--- src/rtl/mips_pkg.sv ---
// Shared constants and types for the MIPS instruction-fetch stage.
package mips_pkg;

  localparam logic [31:0] NOP_INST   = 32'h0000_0000;
  localparam int unsigned PC_INC     = 4;
  localparam int unsigned ALIGN_MASK = 3;

  typedef enum logic [1:0] {
    S_START = 2'd0,
    S_FETCH = 2'd1,
    S_HOLD  = 2'd2,
    S_DRAIN = 2'd3
  } fetch_state_t;

endpackage

--- src/rtl/if_id_reg.sv ---
// IF/ID pipeline register: synchronous clear wins, then enable; an enabled
// cycle without a load inserts a bubble but keeps the last word visible.
module if_id_reg
  import mips_pkg::*;
#(
  parameter int unsigned PC_W   = 32,
  parameter int unsigned INST_W = 32
) (
  input  logic              clk,
  input  logic              clr,
  input  logic              en,
  input  logic              load,
  input  logic [INST_W-1:0] inst_in,
  input  logic [PC_W-1:0]   pc4_in,
  output logic [INST_W-1:0] inst,
  output logic [PC_W-1:0]   pc4,
  output logic              valid
);

  always_ff @(posedge clk) begin
    if (clr) begin
      inst  <= INST_W'(NOP_INST);
      pc4   <= '0;
      valid <= 1'b0;
    end else if (en) begin
      valid <= load;
      if (load) begin
        inst <= inst_in;
        pc4  <= pc4_in;
      end
    end
  end

endmodule

--- src/rtl/fetch_if_id_stage.sv ---
// Instruction fetch: owns the PC, drives the imem req/ready handshake and
// feeds the IF/ID register; handles decode stalls and D/E redirects.
module fetch_if_id_stage
  import mips_pkg::*;
#(
  parameter int unsigned    PC_W     = 32,
  parameter int unsigned    INST_W   = 32,
  parameter logic [PC_W-1:0] RESET_PC = '0
) (
  input  logic              clk,
  input  logic              rst,
  output logic              imem_req,
  output logic [PC_W-1:0]   imem_addr,
  input  logic              imem_ready,
  input  logic [INST_W-1:0] imem_rdata,
  input  logic              stallD,
  input  logic              PCSelectD,
  input  logic [PC_W-1:0]   pcBranchD,
  input  logic              PCSelectE,
  input  logic [PC_W-1:0]   pcTargetE,
  output logic [INST_W-1:0] instcode,
  output logic [PC_W-1:0]   pcPlus4D,
  output logic              validD
);

  fetch_state_t      state;
  logic [PC_W-1:0]   pc_f;
  logic [PC_W-1:0]   pend_pc;
  logic [PC_W-1:0]   pc_seq;
  logic [PC_W-1:0]   target;
  logic [INST_W-1:0] hold_word;
  logic [INST_W-1:0] load_word;
  logic              req;
  logic              redirect;
  logic              load;

  // Redirect arbitration (execute beats decode; decode waits out a stall) and IF/ID load select.
  always_comb begin
    redirect  = PCSelectE | (PCSelectD & ~stallD);
    target    = (PCSelectE ? pcTargetE : pcBranchD) & ~PC_W'(ALIGN_MASK);
    pc_seq    = pc_f + PC_W'(PC_INC);
    load      = 1'b0;
    load_word = imem_rdata;
    case (state)
      S_FETCH: load = imem_ready & ~stallD;
      S_HOLD: begin
        load      = ~stallD;
        load_word = hold_word;
      end
      default: load = 1'b0;
    endcase
  end

  // Fetch FSM; a request already on the bus is never withdrawn, so a redirect
  // without ready parks the target in pend_pc until the wrong-path word returns.
  always_ff @(posedge clk) begin
    if (rst) begin
      state     <= S_START;
      pc_f      <= RESET_PC;
      pend_pc   <= '0;
      hold_word <= INST_W'(NOP_INST);
      req       <= 1'b0;
    end else begin
      case (state)
        S_START: begin
          state <= S_FETCH;
          req   <= 1'b1;
          if (redirect) pc_f <= target;
        end
        S_FETCH: begin
          if (redirect) begin
            if (imem_ready) begin
              pc_f <= target;
            end else begin
              pend_pc <= target;
              state   <= S_DRAIN;
            end
          end else if (imem_ready) begin
            if (stallD) begin
              hold_word <= imem_rdata;
              state     <= S_HOLD;
              req       <= 1'b0;
            end else begin
              pc_f <= pc_seq;
            end
          end
        end
        S_HOLD: begin
          if (redirect) begin
            pc_f  <= target;
            state <= S_FETCH;
            req   <= 1'b1;
          end else if (!stallD) begin
            pc_f  <= pc_seq;
            state <= S_FETCH;
            req   <= 1'b1;
          end
        end
        S_DRAIN: begin
          if (imem_ready) begin
            pc_f  <= redirect ? target : pend_pc;
            state <= S_FETCH;
          end else if (redirect) begin
            pend_pc <= target;
          end
        end
        default: begin
          state <= S_START;
          req   <= 1'b0;
        end
      endcase
    end
  end

  assign imem_req  = req;
  assign imem_addr = pc_f;

  if_id_reg #(
    .PC_W  (PC_W),
    .INST_W(INST_W)
  ) u_if_id (
    .clk    (clk),
    .clr    (rst | redirect),
    .en     (~stallD),
    .load   (load),
    .inst_in(load_word),
    .pc4_in (pc_seq),
    .inst   (instcode),
    .pc4    (pcPlus4D),
    .valid  (validD)
  );

endmodule
--- config.mk ---
export PLATFORM = sky130hd
export DESIGN_NAME = fetch_if_id_stage
export DESIGN_NICKNAME = d
export VERILOG_FILES = /design/src/rtl/mips_pkg.sv /design/src/rtl/if_id_reg.sv /design/src/rtl/fetch_if_id_stage.sv
export SDC_FILE = /design/constraint.sdc
export NUM_CORES = 1
export LEC_CHECK = 0
export ABC_AREA = 1
export CORE_ASPECT_RATIO = 1.4
export CORE_UTILIZATION = 30
export DETAILED_ROUTE_END_ITERATION = 10
export SYNTH_ARGS = -nofsm -noshare
export SYNTH_HDL_FRONTEND = slang
export SYNTH_SLANG_ARGS = --single-unit
--- constraint.sdc ---
create_clock -name clk -period 1.9 [get_ports clk]
set_clock_uncertainty 0.15 [all_clocks]
set_input_delay 0.475 -clock clk [delete_from_list [all_inputs] [get_ports clk]]
set_output_delay 0.475 -clock clk [all_outputs]
set_load 0.02 [all_outputs]
-- After elaboration in Yosys (flattened, before gate mapping)
Cells that the tools add are included.
Widths: inputs -> output; s select.
- register bits: 164
- input bits: 102
- word-level logic and storage cells: 69
- $add $sub $neg: 1
- equality and inequality tests: 15
- multiplexer cells: 30
- bitwise operators: 6
- reductions and logical operators: 9
- operators with widths (cell ; count):
    $mux 32 ; 13
    $pmux 32 s4 ; 1
    $pmux 32 s2 ; 1
    $add 32x3->32 const B ; 1
    $ne 2x2->1 const B ; 8
    $mux 2 ; 7
    $ne 3x3->1 const B ; 4
    $reduce_and 5->1 ; 2
    $pmux 2 s4 ; 1
    $reduce_and 4->1 ; 2
    $mux 1 ; 5
    $eq 2x2->1 const B ; 2
    $pmux 1 s3 ; 1
    $reduce_and 3->1 ; 1
    $reduce_bool 3->1 ; 1
    $and 1x1->1 ; 2
    $eq 2x1->1 const B ; 1
    $logic_not 2->1 ; 1
    $not 1->1 ; 2
    $or 1x1->1 ; 2
    $pmux 1 s2 ; 1
    $reduce_and 2->1 ; 1
    $reduce_bool 2->1 ; 1

-- Longest topological paths before layout
- depth in word-level cells: 6
- mapped depth: 12
- gate-level depth less buffers: 12

-- Hierarchy
A second synthesis with hierarchy kept.
- cells, all modules: 1543
- area, all modules: 9125.0 µm²
- by module, submodules not included (module ; instances ; cells each ; area each (µm²) ; seq. area each (µm²)):
    fetch_if_id_stage ; 1 ; 1133 ; 6457.4 ; 1981.9
    if_id_reg ; 1 ; 410 ; 2667.6 ; 1301.2

-- Worst setup path after synthesis
Ideal clock, no wire load.
- path type: reg-to-reg
- start: register state[0]
- end: register u_if_id.pc4[29]
- library setup time: 0.116 ns
- arrival: 1.630 ns
- setup slack: 0.004 ns
- stages on the path, launching flop included: 12
- buffers on the path: 4
- clock period less this slack: 1.896 ns
- path through: dfxtp_1 > inv_1 > ha_1 > buf_2 > inv_2 > nand2_1 > and3_1 > buf_2 > buf_4 > buf_2 > o211ai_1 > inv_1
- longest elaborated chain between the ends: 3
- elaborated cells on any way between the ends: 4
- those cells by class: 2 x eq/ne; 1 x mux; 1 x reduce/logical
- ends and longest elaborated chain (element ; line ; source):
    start: declaration ; fetch_if_id_stage.sv:26 ; fetch_state_t state;
    start signal: assignment ; fetch_if_id_stage.sv:58 ; state <= S_START;
    start signal: assignment ; fetch_if_id_stage.sv:66 ; state <= S_FETCH;
    start signal: assignment ; fetch_if_id_stage.sv:76 ; state <= S_DRAIN;
    $eq 2x2->1 or $eq 2x1->1 (tied branches) ; fetch_if_id_stage.sv:44 ; case (state)
    $pmux 1 s2 (*) ; fetch_if_id_stage.sv:44 ;
    $reduce_and 2->1 (no source line) (*) ; - ;
    end signal: assignment ; if_id_reg.sv:29 ; pc4 <= pc4_in;
    end: declaration ; if_id_reg.sv:16 ; output logic [PC_W-1:0] pc4,
Every way passes the cells marked *; elsewhere a longest branch is shown, timed or not.
A chain may end at the register's enable or synchronous reset.

-- Worst setup path in the final report
- start: register pc_f[9], in the netlist imem_addr[9]
- end: output port imem_addr[9]
- RTL lines (element ; line ; source):
    start: declaration ; fetch_if_id_stage.sv:27 ; logic [PC_W-1:0] pc_f;
    start signal: assignment ; fetch_if_id_stage.sv:68 ; if (redirect) pc_f <= target;
    start signal: assignment ; fetch_if_id_stage.sv:73 ; pc_f <= target;
    start signal: assignment ; fetch_if_id_stage.sv:84 ; pc_f <= pc_seq;
    end: declaration ; fetch_if_id_stage.sv:13 ; output logic [PC_W-1:0] imem_addr,
No word-level cell between the ends.

==> summary.txt <==
Place
  – Final estimated routing congestion in global placement: 0.940
  – PortBufs: 195
  – DP HPWL: between 20 and 25 mm

Routing
  – Drt wl/cell: between 15 and 20 um
  – Vias: approximately 10000
  – Post-DR vias/cell: 4.92
  – Final ANT Viol Nets: 0
  – Initial drt markers: 405
  – DRT Pass-1 Iters: 5
  – DRC errors left: 0
  – Routed wire length: 33.0 mm

Floorplan
  – Ports: 200
  – Die Wd: 145 um
  – Placeable Area: around 0.028 mm^2
  – Row cnt: 72
  – Die H: 202 um
  – Initial core utilization: 0.308
  – Die area: 0.0292 mm^2

Outcome
  – Status: finished clean

Synthesis
  – Largest cells by area after synthesis: dfxtp_1, nand2_1, nor2_1
  – Top cell type's share of synthesized area: 0.383
  – Avg Inst Size Synth: 6.56 um^2
  – Post-synthesis instance total: 1306
  – Syn_nets: 1413
  – Mapped Area: 0.00856 mm^2
  – Sequential element share of the synthesized area: 0.383
  – Synth warn: 0
  – #FFs+latches synth: around 160
  – Top cell type by total area after synthesis: dfxtp_1
  – Yosys cell types: 37

Setup path
  – Delay-heaviest family, CP: flip-flops
  – Worst EP required: 1.27 ns
  – Crit Path Category: flop to output pin
  – Critical path peak fanout: 5
  – Sum of buffers and inverters on the critical path: 2
  – R2R depth: 8
  – Slowest CP cell: dfxtp_2
  – Flop-to-flop setup slack: 0.05 ns
  – Critical Path Start Type: flop
  – Worst setup EP type: output pin
  – Crit path DAT: 1.25 ns
  – R2r startpoint: state[0]
  – Reg2reg end: imem_addr[31]
  – Slowest stage delay, CP: 0.43 ns
  – Critical-path cell list: buf_4, clkdlybuf4s15_2

STA
  – Max-slew violation count: 0
  – Slew HR: 0.651
  – Worst-Margin Slew: 0.518 ns
  – Maximum clock frequency: 534 MHz
  – Endpoints failing hold: 0
  – Sum Neg Setup Slack: 0 ns
  – Min Tclk post-route: roughly 1.9 ns
  – RSZ-0062 raised after global routing: true
  – # setup viols final: 0
  – Final period util: 0.985

Cells and area
  – Nets: roughly 1700
  – Register area: 0.00332 mm^2
  – Fillers: around 2800
  – Area occupied by multi-input gates: between 0.004 and 0.005 mm^2
  – Final Util: 0.475
  – Ant. Diodes: 0
  – Syn-to-layout area delta: 54.3%
  – Share of cells above drive strength 1: 0.228

Worst hold path
  – Hold wc startpoint: pend_pc[0]
  – HP Class: flop to flop
  – Hold depth: 2
  – Worst Hold End: pend_pc[0]

Clocking
  – Max clock buf depth: 2
  – Root Driver: clkbuf_16
  – Htree depth: 4
  – Clk sinks: 164
  – CTS Hold Buffers Added: 0
  – Total CTS buffers: 17
  – Worst-Skew Late Latency: about 0.45 ns
  – CTS tree: built
  – CTS clk-pin slew, worst paths: 0.07 ns

Power and ir drop
  – Largest vdd supply drop: about 700 uV
  – Pwr dens: roughly 840 mW/mm^2
  – Total power draw: 11100 uW
  – Leakage: 0.00587 uW

Global route
  – Initial antenna violation count: 0
  – Largest net degree at the start of global routing: 39
  – Global-route wire length before repair: 49.5 mm
  – Gr usage total: 0.222
  – Grt total ovfl: 0
  – Vias in the first global route: 9554

Job
  – Max-Cap Viols: 0
## layout make-up
| class | count | share of cell area |
|---|---|---|
| sequential | 164 | 0.251 |
| inverter | 90 | 0.0271 |
| clock inverter | 15 | 0.0143 |
| clock buffer | 17 | 0.0322 |
| timing repair buffer | 373 | 0.272 |
| tap | 370 | 0.0350 |
| multi-input combinational | 970 | 0.368 |
## tightest hold or removal path, delay by kind of cell, from the launching register on
kind / cells / cell delay, ns
flops: 1 / 0.32
simple gates: 2 / 0.10
## registers in the layout, indices dropped and copies added (netlist names)
| signal | count |
|---|---|
| hold_word | 32 |
| imem_req | 1 |
| u_if_id.valid | 1 |
| u_if_id.inst | 32 |
| state | 2 |
| pend_pc | 32 |
| u_if_id.pc4 | 32 |
| imem_addr | 32 |
## through the flow
stage | std cells | cell area (um^2) | hold WS, ns | worst slack (ns)
6_report | 1999 | 13200 | 0.301 | 0.0281
3_5_place_dp | 1951 | 12000 | 0.293 | -0.552
3_3_place_gp | 1951 | 12000 | 0.282 | -0.549
5_1_grt | 1999 | 13200 | 0.317 | -0.0500
4_1_cts | 1983 | 12700 | 0.303 | -0.0234
2_1_floorplan | 1306 | 8560 | 0.275 | 0.00371
## metal layers
layer  wire [um]  up-vias  global-route usage  part of all wire
met1       12500     4542               0.233              0.38
li1            -     4905                   -                 -
met3        1660      102              0.0436             0.050
met4        2210        0               0.151             0.067
met2       16600      280               0.392              0.50
met5           0        -                   0                 0
## placed cells by master (no fill, tap or decap), drive strengths merged, types with 4 or more instances in the layout
cell type      Yosys  routed
ha                 5       5
xor2               5       5
dlygate4sd2        0      77
clkinv             0       4
o21ai            151     151
nor3              15      15
clkdlybuf4s50      0      95
or2               14      14
nand2            319     319
a211oi             7       7
o21a               5       5
a31oi             34      34
clkbuf            38      28
buf               45     174
nor2             224     224
inv               90      98
nand3             67      67
a21oi             85      85
dfxtp            164     164
o211ai            25      25
clkdlybuf4s15      0      14
## cells in the mapped netlist
library cell / count
a31oi_1: 34
clkbuf_1: 37
o211ai_1: 25
clkbuf_2: 1
a211oi_1: 7
nor2_4: 6
ha_1: 5
a22o_1: 3
nand2_2: 6
dfxtp_1: 164
buf_6: 5
o21ai_0: 134
or2_0: 2
a21oi_1: 85
xor2_1: 5
inv_1: 81
inv_4: 1
nor2_1: 208
o21ai_1: 17
nand3b_1: 1
inv_2: 8
and3_1: 1
o21a_1: 5
buf_1: 1
nor2_2: 10
mux2i_1: 2
nor3_1: 13
nand2_1: 312
nand3_1: 67
buf_2: 33
nand2_4: 1
or2_2: 12
buf_4: 6
xnor2_1: 2
nand4_1: 3
o21bai_2: 1
nor3_2: 2
## worst max path at each step
stage	startpoint	endpoint	slack, ns	cells past startpoint
floorplan	state[0]	u_if_id.pc4[29]	0.004	11
global placement	PCSelectE	imem_addr[2]	-0.55	7
detailed placement	PCSelectE	imem_addr[2]	-0.55	7
CTS	state[1]	imem_addr[7]	-0.02	11
global route	imem_addr[14]	imem_addr[27]	-0.05	13
finish	imem_addr[9]	imem_addr[9]	0.03	2
## where the power goes
group / internal, uW / total (uW) / switching (uW)
Combinational: 1500 / 3380 / 1880
Clock: 2110 / 3700 / 1590
Sequential: 3720 / 4000 / 281
Total: 7330 / 11100 / 3750
## cells by family after synthesis
group / synth area share
flip-flops: 0.383
multiplexers: 0.00234
adder cells (fa/ha/maj): 0.00731
XOR/XNOR: 0.00716
buffers and inverters: 0.0881
AO/OA/AOI/OAI: 0.200
AND/OR/NAND/NOR: 0.312
## what timing repair did
action | CTS | global route
buffers inserted | 0 | 9
pin swaps | 2 | 13
cloned | 0 | 7
resized for setup | 172 | 115
endpoints found under the setup margin | 164 | 153
No activity file was read; power rests on OpenSTA's default activity.
